### src/rtl/tick_timer_pkg.sv
// rtl/tick_timer_pkg.sv - shared state encoding and default width for tick_timer
package tick_timer_pkg;

   localparam int DEFAULT_WIDTH = 8;

   typedef enum logic [1:0] {
      ST_IDLE = 2'd0,
      ST_RUN  = 2'd1,
      ST_DONE = 2'd2
   } state_t;

endpackage

### src/rtl/tick_down_counter.sv
// rtl/tick_down_counter.sv - loadable down-counter holding the remaining tick count
module tick_down_counter
   import tick_timer_pkg::*;
#(
   parameter int WIDTH = DEFAULT_WIDTH
) (
   input  logic             clk,
   input  logic             reset,
   input  logic             load,
   input  logic [WIDTH-1:0] load_value,
   input  logic             dec,
   output logic [WIDTH-1:0] count,
   output logic             is_one
);

   // Load wins over dec; decrement wraps so a zero load means 2^WIDTH ticks.
   always_ff @(posedge clk) begin
      if (reset) begin
         count <= '0;
      end else if (load) begin
         count <= load_value;
      end else if (dec) begin
         count <= count - WIDTH'(1);
      end
   end

   assign is_one = (count == WIDTH'(1));

endmodule

### src/rtl/tick_timer.sv
// rtl/tick_timer.sv - tick-counting timer with valid/ready expiry event and optional reload
module tick_timer
   import tick_timer_pkg::*;
#(
   parameter int WIDTH  = DEFAULT_WIDTH,
   parameter bit RELOAD = 1'b0
) (
   input  logic             CLK,
   input  logic             RESET,
   input  logic             TICK,
   input  logic             EN,
   input  logic             START,
   input  logic [WIDTH-1:0] PERIOD,
   input  logic             READY,
   output logic             VALID,
   output logic             OVERRUN,
   output logic             BUSY,
   output logic [WIDTH-1:0] O
);

   state_t           state_q, state_d;
   logic [WIDTH-1:0] per_q, per_d;
   logic             valid_q, valid_d;
   logic             overrun_q, overrun_d;
   logic             cnt_load, cnt_dec;
   logic [WIDTH-1:0] cnt_value;
   logic [WIDTH-1:0] rem;
   logic             is_one;
   logic             qual_tick, expiry, accept;

   tick_down_counter #(.WIDTH(WIDTH)) u_counter (
      .clk        (CLK),
      .reset      (RESET),
      .load       (cnt_load),
      .load_value (cnt_value),
      .dec        (cnt_dec),
      .count      (rem),
      .is_one     (is_one)
   );

   assign qual_tick = (state_q == ST_RUN) && TICK && EN;
   assign expiry    = qual_tick && is_one;
   assign accept    = valid_q && READY;

   always_ff @(posedge CLK) begin
      if (RESET) begin
         state_q   <= ST_IDLE;
         per_q     <= '0;
         valid_q   <= 1'b0;
         overrun_q <= 1'b0;
      end else begin
         state_q   <= state_d;
         per_q     <= per_d;
         valid_q   <= valid_d;
         overrun_q <= overrun_d;
      end
   end

   always_comb begin
      state_d   = state_q;
      per_d     = per_q;
      valid_d   = valid_q;
      overrun_d = overrun_q;
      cnt_load  = 1'b0;
      cnt_dec   = 1'b0;
      cnt_value = per_q;

      if (START) begin
         state_d   = ST_RUN;
         per_d     = PERIOD;
         valid_d   = 1'b0;
         overrun_d = 1'b0;
         cnt_load  = 1'b1;
         cnt_value = PERIOD;
      end else begin
         if (accept) begin
            valid_d = 1'b0;
         end
         // A new expiry re-asserts VALID; only an unaccepted pending event is lost.
         if (expiry) begin
            valid_d  = 1'b1;
            cnt_load = 1'b1;
            if (valid_q && !READY) begin
               overrun_d = 1'b1;
            end
            if (RELOAD) begin
               cnt_value = per_q;
            end else begin
               cnt_value = '0;
               state_d   = ST_DONE;
            end
         end else if (qual_tick) begin
            cnt_dec = 1'b1;
         end
         if ((state_q == ST_DONE) && accept) begin
            state_d = ST_IDLE;
         end
      end
   end

   assign VALID   = valid_q;
   assign OVERRUN = overrun_q;
   assign BUSY    = (state_q == ST_RUN);
   assign O       = rem;

endmodule

### config.mk
export PLATFORM = sky130hd
export DESIGN_NAME = tick_timer
export DESIGN_NICKNAME = d
export VERILOG_FILES = /design/src/rtl/tick_timer_pkg.sv /design/src/rtl/tick_down_counter.sv /design/src/rtl/tick_timer.sv
export SDC_FILE = /design/constraint.sdc
export NUM_CORES = 1
export LEC_CHECK = 0
export CAP_MARGIN = 10
export CORE_MARGIN = 3
export CORE_UTILIZATION = 27
export CTS_BUF_LIST = sky130_fd_sc_hd__clkbuf_4 sky130_fd_sc_hd__clkbuf_8
export CTS_CLUSTER_SIZE = 28
export DETAILED_ROUTE_END_ITERATION = 8
export PLACE_DENSITY_LB_ADDON = 0.08
export REMOVE_ABC_BUFFERS = 1
export SLEW_MARGIN = 10
export SYNTH_ARGS = -nofsm -noshare
export SYNTH_HDL_FRONTEND = slang
export SYNTH_SLANG_ARGS = --single-unit
### constraint.sdc
create_clock -name CLK -period 2.1 [get_ports CLK]
set_clock_uncertainty 0.05 [all_clocks]
set_input_delay 0.315 -clock CLK [delete_from_list [all_inputs] [get_ports CLK]]
set_output_delay 0.315 -clock CLK [all_outputs]
set_load 0.05 [all_outputs]
==> results.tsv, run 1 <==
stage	metric	value	unit
hold_path	worst_hold_path_type	register to register	
floorplan	die-area	3100	um^2
floorplan	rows	17	
layout	layout_commonest_cell	clkdlybuf4s50_1	
worst_setup_path	arrival	1600	ps
worst_setup_path	r2r-start	u_counter.count[3]	
worst_setup_path	setup.worst_path.end_class	primary output	
clock_tree	cts.path.max_buffers	2	
sta	final_max_slew_viol_count	0	
worst_setup_path	crit_start	u_counter.count[3]	
floorplan	start_util	0.293	
clock_tree	htree_levels	1	
grt	grt_overflow	0	
worst_setup_path	crit_buf_inv	1	
floorplan	fp.dieH	55.7	um
route	dr.pass1.iters	2	
route	vias	704	
clock_tree	ctsResizeCount	0	
grt	grt.total_usage	0.126	
synthesis	synth_cell_type_count	32	
synthesis	synth_cells	78	
worst_setup_path	critPathKind	register to primary output	
clock_tree	clkSlewWorstSetupHoldPaths	70	ps
synthesis	yosysWarnings	0	
sta	setup_tns	0	ps
worst_setup_path	rrSetupSlack	380	ps
grt	grt_pass1_wl	3.08	mm
power	p_leak	0.000378	uW
grt	grt_antenna_before_repair	0	
floorplan	num_io_pins	25	
worst_setup_path	slowest_delay	860	ps
synthesis	synth_area	667	um^2
layout	stdcell_area	1010	um^2
placed_design	placed_cell_area	991	um^2
route	initialDrtViolationCount	9	
clock_tree	clk_latency	270	ps
synthesis	synth-adder-area-share	0.0375	
placed_design	dp_hpwl	1.39	mm
synthesis	syn_area_per_cell	8.55	um^2
placed_design	dp_slack	210	ps
clock_tree	holdBufCountCts	0	
synthesis	ys_ff_latch	12	
synthesis	synth-compound-area-share	0.197	
worst_setup_path	crit_family	buffers and inverters	
synthesis	synthArstFlopShare	0	
route	avgViaCountPerCell	5.10	
synthesis	synth_top_family_by_area	simple AND/OR/NAND/NOR gates	
layout	mostFrequentLayoutCells	clkdlybuf4s50_1 (24), dfxtp_1 (12), buf_4 (8)	
layout	syn_to_final_growth	52.0	%
synthesis	synth.top_cell.area_share	0.360	
worst_setup_path	startpoint_type	register	
sta	max_slew_margin	0.668	
power	power.density	580	nW/um^2
worst_setup_path	critPathRequiredTime	1740	ps
route	remaining_drc_errors	0	
grt	grt_pass1_vias	686	
route	routedWlPerCell	13.2	um
sta	tightest_slew	496	ps
sta	period_share	0.935	
layout	diodes	0	
clock_tree	cts_buffers	3	
sta	fin_ws	136	ps
synthesis	yosys-mux-area-fraction	0	
layout	drive_above_1_share	0.155	
route	drt_wl_total	1.82	mm
route	ant_nets	0	
clock_tree	cts_tree	done	
worst_setup_path	cp.depth	1	
sta	setup_violations	0	
floorplan	dieWidth	55.7	um
layout	finalNetCount	128	
synthesis	synth_area_leaders	dfxtp_1 (36%), nand2_1 (3.9%), nand4b_1 (3.9%)	
sta	period_needed	1960	ps
clock_tree	cts_root_buf	clkbuf_4	
synthesis	yosys.area.top_type	dfxtp_1	
placed_design	io_buffers	24	
sta	rsz0062_at_grt	false	
worst_setup_path	path_cells	clkdlybuf4s50_1	
power	vdd_drop_max	407	uV
synthesis	synth_edf_count	0	
worst_setup_path	r2r_end	u_counter.count[7]	
clock_tree	cts_setup_buffers	0	
worst_setup_path	crit_path_end	O[3]	
worst_setup_path	slowest_stage	clkdlybuf4s50_1	
worst_setup_path	crit_fanout	5	
synthesis	yosys_most_used_dff	dfxtp_1	
synthesis	synth_simple_gate_area_frac	0.326	
placed_design	gp_congestion	0.823	
job	max_cap_viol_count	0	
grt	grt_max_degree	11	
sta	hold_viol	0	
sta	max_freq	0.509	GHz
floorplan	core_area	2280	um^2
synthesis	synth_xor_xnor_area_share	0.0394	
clock_tree	cts_num_sinks	12	
worst_setup_path	ff2ff_path_depth	4	
outcome	status	complete, no violations	
synthesis	seq_area_frac_synth	0.360	
[where the power goes]
| group | internal [uW] | leakage, uW | switching (uW) |
|---|---|---|---|
| Sequential | 241 | 0.0000988 | 18.4 |
| Combinational | 85.1 | 0.000266 | 99.9 |
| Clock | 66.5 | 0.0000138 | 77.9 |
[synth_stat cells, types with 3 or more instances]
master    instances
clkbuf_1          3
inv_1             4
nor2_1            6
xor2_1            3
dfxtp_1          12
nand4b_1          3
nand2_1           7
nand3_1           4
nor3_1            3
a21oi_1           4
[tightest hold or removal path, stage by stage, from the launching register on]
cell and delay, ps:
dfxtp_1 330, nand2_1 60, a21oi_1 50
[state kept, by name, summed over array words and instances, names as in the netlist]
signal and cells:
state_q 2, u_counter.count 8, OVERRUN 1, VALID 1
[layout make-up]
type	count	area, um^2
fillers	233	1260
multi-input cells	59	400
repair buffers	32	300
flip-flops and latches	12	240
well taps	28	35.0
clock buffers	3	22.5
inverters	4	15.0
[kinds of logic (layout without fill, tap and decap cells)]
group	Yosys count	in the layout
adder cells (fa/ha/maj)	2	2
XOR/XNOR	3	3
flip-flops	12	12
AND/OR/NAND/NOR	36	36
buffers and inverters	7	39
AO/OA/AOI/OAI	18	18
[per-layer routing]
metal | up-vias | track usage | routed length (um)
met5 | - | 0 | 0
met4 | 0 | 0.0313 | 14
met3 | 2 | 0.0534 | 122
met2 | 20 | 0.189 | 777
met1 | 328 | 0.165 | 905
li1 | 354 | - | -
[stage by stage]
| stage | std cells | hold WS [ps] | utilization | total power [uW] |
|---|---|---|---|---|
| after global routing | 138 | 465 | 0.445 | 623 |
| final | 138 | 437 | 0.445 | 588 |
| after CTS | 138 | 446 | 0.445 | 597 |
| after global placement | 135 | 428 | 0.435 | 449 |
| after detailed placement | 135 | 433 | 0.435 | 449 |
| after floorplan | 75 | 334 | - | 367 |
[how the worst min path moves through the flow]
stage / from / to / slack [ps] / cells after the start
after floorplan: RESET / u_counter.count[2] / 330 / 1
after global placement: state_q[1] / state_q[1] / 430 / 2
after detailed placement: state_q[1] / state_q[1] / 430 / 2
after CTS: state_q[1] / state_q[1] / 450 / 2
after global routing: state_q[1] / state_q[1] / 470 / 2
final: state_q[1] / state_q[1] / 440 / 2
(Power assumes the default switching activity.)
==> run 2, diff against run 1 <==
--- a/config.mk
+++ b/config.mk
@@ -16,4 +16,5 @@
 export SLEW_MARGIN = 10
 export SYNTH_ARGS = -nofsm -noshare
 export SYNTH_HDL_FRONTEND = slang
+export SYNTH_HIERARCHICAL = 1
 export SYNTH_SLANG_ARGS = --single-unit
==> run 2 against run 1 <==
  * The flow now finishes with violations (negative setup slack)
  * Flip-flop and latch count grew 8
  * Highest routed layer unchanged
  * Final cell count up 53%
  * Synthesized area grew 59%
  * Sequential share of layout area up 0.078 points
  * Clock power rose to 2.8 times the previous value
  * Wire length grew 59%
  * Core utilization up 1.1 points
  * Non-clock buffer count increased by 19
  * Largest cell class unchanged
  * First-iteration DRC count increased to 6.7 times the previous value
  * Via count is 44% higher
  * Largest power group unchanged
==> results.tsv, run 2 <==
stage	metric	value	unit	change
sta	final_max_slew_viol_count	0		unchanged
sta	fin_ws	-190	ps	-326 ps
worst_setup_path	slowest_delay	560	ps	-300 ps
power	clkPwrFrac	0.370		+0.125
layout	stdcell_area	1690	um^2	+67%
layout	finalNetCount	180		+41%
layout	diodes	0		unchanged
clock_tree	cts.path.max_buffers	2		unchanged
placed_design	gp_congestion	0.740		-10%
worst_setup_path	path_cells	or4_4 > nor4b_4 > buf_4 > and3_4 > a21oi_4 > clkinv_4 > clkinvlp_4 > a311oi_1		
grt	grt_busiest_layer	met2		
route	routedWlPerCell	13.7	um	+3.9%
worst_setup_path	critPathRequiredTime	2230	ps	+490 ps
synthesis	yosys.area.top_type	dfxtp_1		
clock_tree	cts_tree	done		
synthesis	synth_cells	114		+46%
synthesis	synth_commonest_cells	dfxtp_1 (20), nor2_1 (16), nand2_1 (9)		
worst_setup_path	crit_family	simple AND/OR/NAND/NOR gates		
sta	period_share	1.09		+0.155
synthesis	yosysWarnings	6		+6
floorplan	num_io_pins	25		unchanged
floorplan	dieWidth	68.6	um	+23%
floorplan	die-area	4710	um^2	+52%
route	remaining_drc_errors	0		unchanged
job	max_cap_viol_count	0		unchanged
power	internal_power	781	uW	+99%
sta	setup_violations	8		+8
grt	grt_pass1_vias	1013		+48%
layout	syn_to_final_growth	60.0	%	
route	initialDrtViolationCount	60		+51
clock_tree	holdBufCountCts	0		unchanged
sta	max_slew_margin	0.659		-0.00927
power	total_power	1080	uW	+83%
sta	max_freq	0.437	GHz	-14%
placed_design	dp_hpwl	2.01	mm	+45%
sta	setup_tns	-924	ps	-924 ps
sta	hold_viol	0		unchanged
layout	layout_commonest_cell	buf_4		
floorplan	start_util	0.285		-0.00817
worst_setup_path	crit_fanout	6		+1
synthesis	synth_edf_count	0		unchanged
power	p_sw	298	uW	+52%
power	vdd_drop_max	384	uV	-5.7%
synthesis	yosysMostFrequentCell	dfxtp_1		
grt	grt.total_usage	0.142		+0.0160
grt	grtUsageMet1	0.196		+0.0308
clock_tree	clkSlewWorstSetupHoldPaths	90	ps	+20 ps
synthesis	synth_cell_type_count	40		+25%
route	avgViaCountPerCell	4.81		-5.8%
synthesis	synth_area_leaders	dfxtp_1 (38%), mux2i_1 (7.6%), a22o_1 (6.6%)		
synthesis	yosys_most_used_dff	dfxtp_1		
hold_path	worst_hold_path_type	register to register		
floorplan	core_area	3720	um^2	+63%
synthesis	seq_area_frac_synth	0.378		+0.0180
synthesis	syn_area_per_cell	9.29	um^2	+8.6%
placed_design	io_buffers	24		unchanged
clock_tree	htree_levels	1		unchanged
grt	grt_antenna_before_repair	0		unchanged
grt	grt_max_degree	22		+11
power	power.density	637	nW/um^2	+9.7%
grt	use_met3	0.0389		-0.0145
outcome	violations	negative setup slack		
layout	reg_top3	per_q x8, u_counter/count x8, state_q x2		
clock_tree	cts_buffers	3		unchanged
synthesis	synthArstFlopShare	0		unchanged
clock_tree	cts_num_sinks	20		+8
power	power_frac_seq	0.382		-0.058
synthesis	synth.top_cell.area_share	0.378		+0.0180
worst_setup_path	critPathKind	register to register		
grt	grt_use_met2	0.210		+0.0206
power	p_leak	0.000652	uW	+72%
layout	drive_above_1_share	0.356		+0.201
floorplan	rows	22		+5
power	swShare	0.276		-0.0576
worst_setup_path	crit_buf_inv	3		+2
worst_setup_path	startpoint_type	register		
route	ant_nets	0		unchanged
worst_setup_path	arrival	2420	ps	+820 ps
worst_setup_path	setup.worst_path.end_class	register		
clock_tree	clk_latency	270	ps	about the same
route	dr.pass1.iters	4		+2
synthesis	synth_area	1060	um^2	+59%
worst_setup_path	slowest_stage	or4_4		
grt	grt_pass1_wl	5.00	mm	+63%
floorplan	fp.dieH	68.6	um	+23%
sta	rsz0062_at_grt	true		
outcome	status	complete, but fails checks		
placed_design	placed_cell_area	1470	um^2	+48%
power	p_comb_frac	0.248		-0.066
route	vias	1014		+44%
route	drt_wl_total	2.89	mm	+59%
grt	grt_overflow	0		unchanged
synthesis	ys_ff_latch	20		+8
sta	tightest_slew	510	ps	+13.9 ps
layout	mostFrequentLayoutCells	buf_4 (25), clkdlybuf4s50_1 (23), dfxtp_1 (18)		
clock_tree	cts_root_buf	clkbuf_8		
sta	period_needed	2290	ps	+326 ps
run 2: cell count changes in the layout (fill, tap and decap cells not counted), sizes merged, moves of 3 or more:
cell    previous run  this run
mux2i              0         8
nand4b             3         0
nor4b              0         3
a22o               0         8
nand3              4         0
nor2               6        16
buf                8        28
or4                0         3
a211oi             1         5
dfxtp             12        20
run 2: cell type report:
class	count	area, um^2
clock inverters	1	30.0
repair inverters	1	7.51
repair buffers	51	452
inverters	6	31.3
well taps	48	60.1
clock buffers	3	41.3
fillers	380	2020
flip-flops and latches	20	403
multi-input cells	81	669
run 2: layer usage:
layer  vias to the layer above  part of all wire
li1                        520                 -
met1                       469              0.50
met2                        20              0.45
met3                         5             0.045
met4                         0             0.011
met5                         -                 0
run 2: power by group through the flow:
stage | sequential [uW] | combinational [uW] | clock (uW)
2_1_floorplan | 460 | 80.1 | 0
3_3_place_gp | 419 | 237 | 0
3_5_place_dp | 419 | 236 | 0
4_1_cts | 412 | 255 | 405
5_1_grt | 415 | 288 | 424
6_report | 412 | 267 | 399
run 2: timing repair:
action	4_1_cts	5_1_grt
gates cloned	1	0
pin swaps	5	3
gates resized for setup	15	9
setup buffers	4	3
setup endpoints to repair	8	9
run 2: final timing paths:
| path | startpoint | to | slack [ps] | depth (start not counted) |
|---|---|---|---|---|
| worst min register to register | per_q[3] | per_q[3] | 450 | 2 |
| worst max-delay path | u_counter/count[3] | u_counter/count[5] | -190 | 8 |
| worst min-delay path | per_q[3] | per_q[3] | 450 | 2 |
| worst max register to register | u_counter/count[3] | u_counter/count[5] | -190 | 8 |
run 2: worst min-delay path: stages (launching register included):
cell	delay, ps
dfxtp_1	330
mux2i_1	60
nor2_1	70
run 2: cell families (layout without fill, tap and decap cells):
family | after synthesis | after routing | synth area share
compound gates | 27 | 27 | 0.218
fa+ha+maj | 2 | 2 | 0.0236
xor+xnor | 3 | 3 | 0.0248
flops | 20 | 20 | 0.378
mux | 8 | 8 | 0.0757
buf+inv | 13 | 62 | 0.0567
simple gates | 41 | 41 | 0.223
run 2: stage by stage:
step / instances / hold WS (ps) / utilization / worst slack [ps]
6_report: 211 / 446 / 0.456 / -190
5_1_grt: 211 / 485 / 0.456 / -261
4_1_cts: 208 / 455 / 0.439 / -117
3_5_place_dp: 199 / 435 / 0.395 / -315
3_3_place_gp: 199 / 424 / 0.395 / -336
2_1_floorplan: 107 / 330 / - / -756
==> run 3, diff against run 2 <==
==> constraint.sdc (replaced) <==
create_clock -name CLK -period 2.4 [get_ports CLK]
set_clock_uncertainty 0.05 [all_clocks]
set_input_delay 0.36 -clock CLK [delete_from_list [all_inputs] [get_ports CLK]]
set_output_delay 0.36 -clock CLK [all_outputs]
set_load 0.05 [all_outputs]
==> run 3 against run 2 <==
  * The run now ends clean
  * Global-route usage fell by 2.3 points
  * Clock power fell by 34%
  * Worst setup slack improved by 320 ps
  * Critical endpoint is now u_counter/count[6]
==> results.tsv, run 3 (synthesis gave the netlist of run 2 again) <==
stage	metric	value	unit	change
clock_tree	clkSlewWorstSetupHoldPaths	80	ps	about the same
sta	hold_viol	0		unchanged
clock_tree	cts_num_sinks	20		unchanged
hold_path	hp-start	per_q[6]		
placed_design	gp_congestion	0.794		+7.2%
route	routedWlPerCell	13.4	um	-2.4%
placed_design	io_buffers	24		unchanged
layout	layout_commonest_cell	clkdlybuf4s50_1		
power	power.density	559	nW/um^2	-12%
grt	grt_antenna_before_repair	0		unchanged
floorplan	start_util	0.285		unchanged
route	dr.pass1.iters	4		unchanged
floorplan	core_area	3720	um^2	unchanged
worst_setup_path	arrival	2390	ps	-30 ps
hold_path	worst_hold_path_type	register to register		
worst_setup_path	r2r-start	u_counter/count[5]		
floorplan	die-area	4710	um^2	unchanged
route	avgViaCountPerCell	4.88		+1.6%
layout	diodes	0		unchanged
route	ant_nets	0		unchanged
job	max_cap_viol_count	0		unchanged
clock_tree	cts_tree	done		
worst_setup_path	crit_fanout	12		+6
grt	grt_overflow	0		unchanged
worst_setup_path	critPathRequiredTime	2520	ps	+290 ps
route	initialDrtViolationCount	67		+12%
floorplan	dieWidth	68.6	um	unchanged
power	vdd_drop_max	297	uV	-23%
clock_tree	htree_levels	1		unchanged
layout	syn_to_final_growth	39.2	%	
clock_tree	clk_latency	260	ps	about the same
grt	grt_pass1_wl	4.16	mm	-17%
route	remaining_drc_errors	0		unchanged
sta	tightest_slew	507	ps	-2.49 ps
sta	period_needed	2270	ps	-20.2 ps
floorplan	num_io_pins	25		unchanged
worst_setup_path	critPathKind	register to register		
sta	setup_violations	0		-8
floorplan	fp.dieH	68.6	um	unchanged
sta	final_max_slew_viol_count	0		unchanged
grt	grt_pass1_vias	841		-17%
placed_design	dp_slack	-90.0	ps	+225 ps
sta	max_freq	0.441	GHz	+0.89%
clock_tree	cts_buffers	3		unchanged
route	drt_wl_total	2.60	mm	-10%
worst_setup_path	r2r_end	u_counter/count[6]		
clock_tree	cts_setup_buffers	0		-4
worst_setup_path	ff2ff_path_depth	7		-1
power	p_leak	0.000552	uW	-15%
layout	finalNetCount	163		-9.4%
layout	mostFrequentLayoutCells	clkdlybuf4s50_1 (24), dfxtp_1 (20), nor2_1 (16)		
placed_design	dp_hpwl	1.97	mm	-2.1%
grt	grt.total_usage	0.119		-0.0232
sta	rsz0062_at_grt	true		
sta	period_share	0.946		-0.145
worst_setup_path	rrSetupSlack	130	ps	+320 ps
sta	fin_ws	130	ps	+320 ps
hold_path	hold-path-endpoint	per_q[6]		
hold_path	hold_depth	2		unchanged
grt	grt_max_degree	22		unchanged
clock_tree	cts.path.max_buffers	2		unchanged
worst_setup_path	setup.worst_path.end_class	register		
sta	max_slew_margin	0.661		+0.00167
floorplan	rows	22		unchanged
layout	reg_top3	per_q x8, u_counter/count x8, state_q x2		
worst_setup_path	startpoint_type	register		
route	vias	947		-6.6%
outcome	status	complete, no violations		
layout	drive_above_1_share	0.185		-0.171
clock_tree	cts_root_buf	clkbuf_8		
sta	hold_ws	453	ps	+7.25 ps
power	total_power	823	uW	-24%
[run 3: changes by cell type in the layout (fill, tap and decap cells not counted), sizes merged]
| cell | change |
|---|---|
| buf | -17 |
| clkinvlp | -2 |
| inv | +2 |
| bufinv | -1 |
| clkbuf | +1 |
| clkdlybuf4s50 | +1 |
| clkinv | -1 |
[run 3: final cells by class]
type	count	area (um^2)
Multi-Input combinational cell	81	613
Clock buffer	4	55.1
Tap cell	48	60.1
Fill cell	383	2240
Timing Repair Buffer	35	323
Inverter	6	22.5
Sequential cell	20	400
[run 3: power by group]
group / internal (uW) / switching, uW / leakage [uW] / total, uW
combinational: 89.7 / 107 / 0.000359 / 197
sequential: 350 / 12.7 / 0.000165 / 363
clock: 146 / 118 / 0.0000288 / 264
total: 586 / 238 / 0.000552 / 823
[run 3: what timing repair did]
action / in CTS / in global routing
gates cloned: 0 / 0
endpoints found under the setup margin: 8 / 6
hold endpoints to repair: 0 / 0
hold buffers: 0 / 0
resized for setup: 1 / 1
[run 3: worst max-delay path: stages, from the launching register on]
cell and delay (ps):
dfxtp_1 320, or4_4 560, nor4b_4 310, and3_4 270, a21oi_4 100, inv_2 120, inv_1 180, a311oi_1 270
[run 3: through the flow]
step	setup TNS [ps]	utilization	area, um^2	instances
3_3_place_gp	-37.9	0.378	1400	190
3_5_place_dp	-525	0.378	1400	190
6_report	0	0.397	1470	194
4_1_cts	0	0.394	1470	194
2_1_floorplan	-1330	-	1020	107
5_1_grt	-26.8	0.397	1470	194
[run 3: worst max path at each step]
stage | from | end | cells past startpoint
global route | u_counter/count[5] | u_counter/count[5] | 7
detailed placement | u_counter/count[5] | u_counter/count[2] | 8
floorplan | u_counter/count[1] | u_counter/count[4] | 7
CTS | u_counter/count[5] | u_counter/count[2] | 8
global placement | u_counter/count[5] | u_counter/count[2] | 7
finish | u_counter/count[5] | u_counter/count[6] | 7
[run 3: metal layers]
metal	up-vias	GRT usage	share of wire
met2	29	0.168	0.44
li1	484	-	-
met5	-	0	0
met1	432	0.173	0.50
met4	0	0.0298	0.0065
met3	2	0.0357	0.059
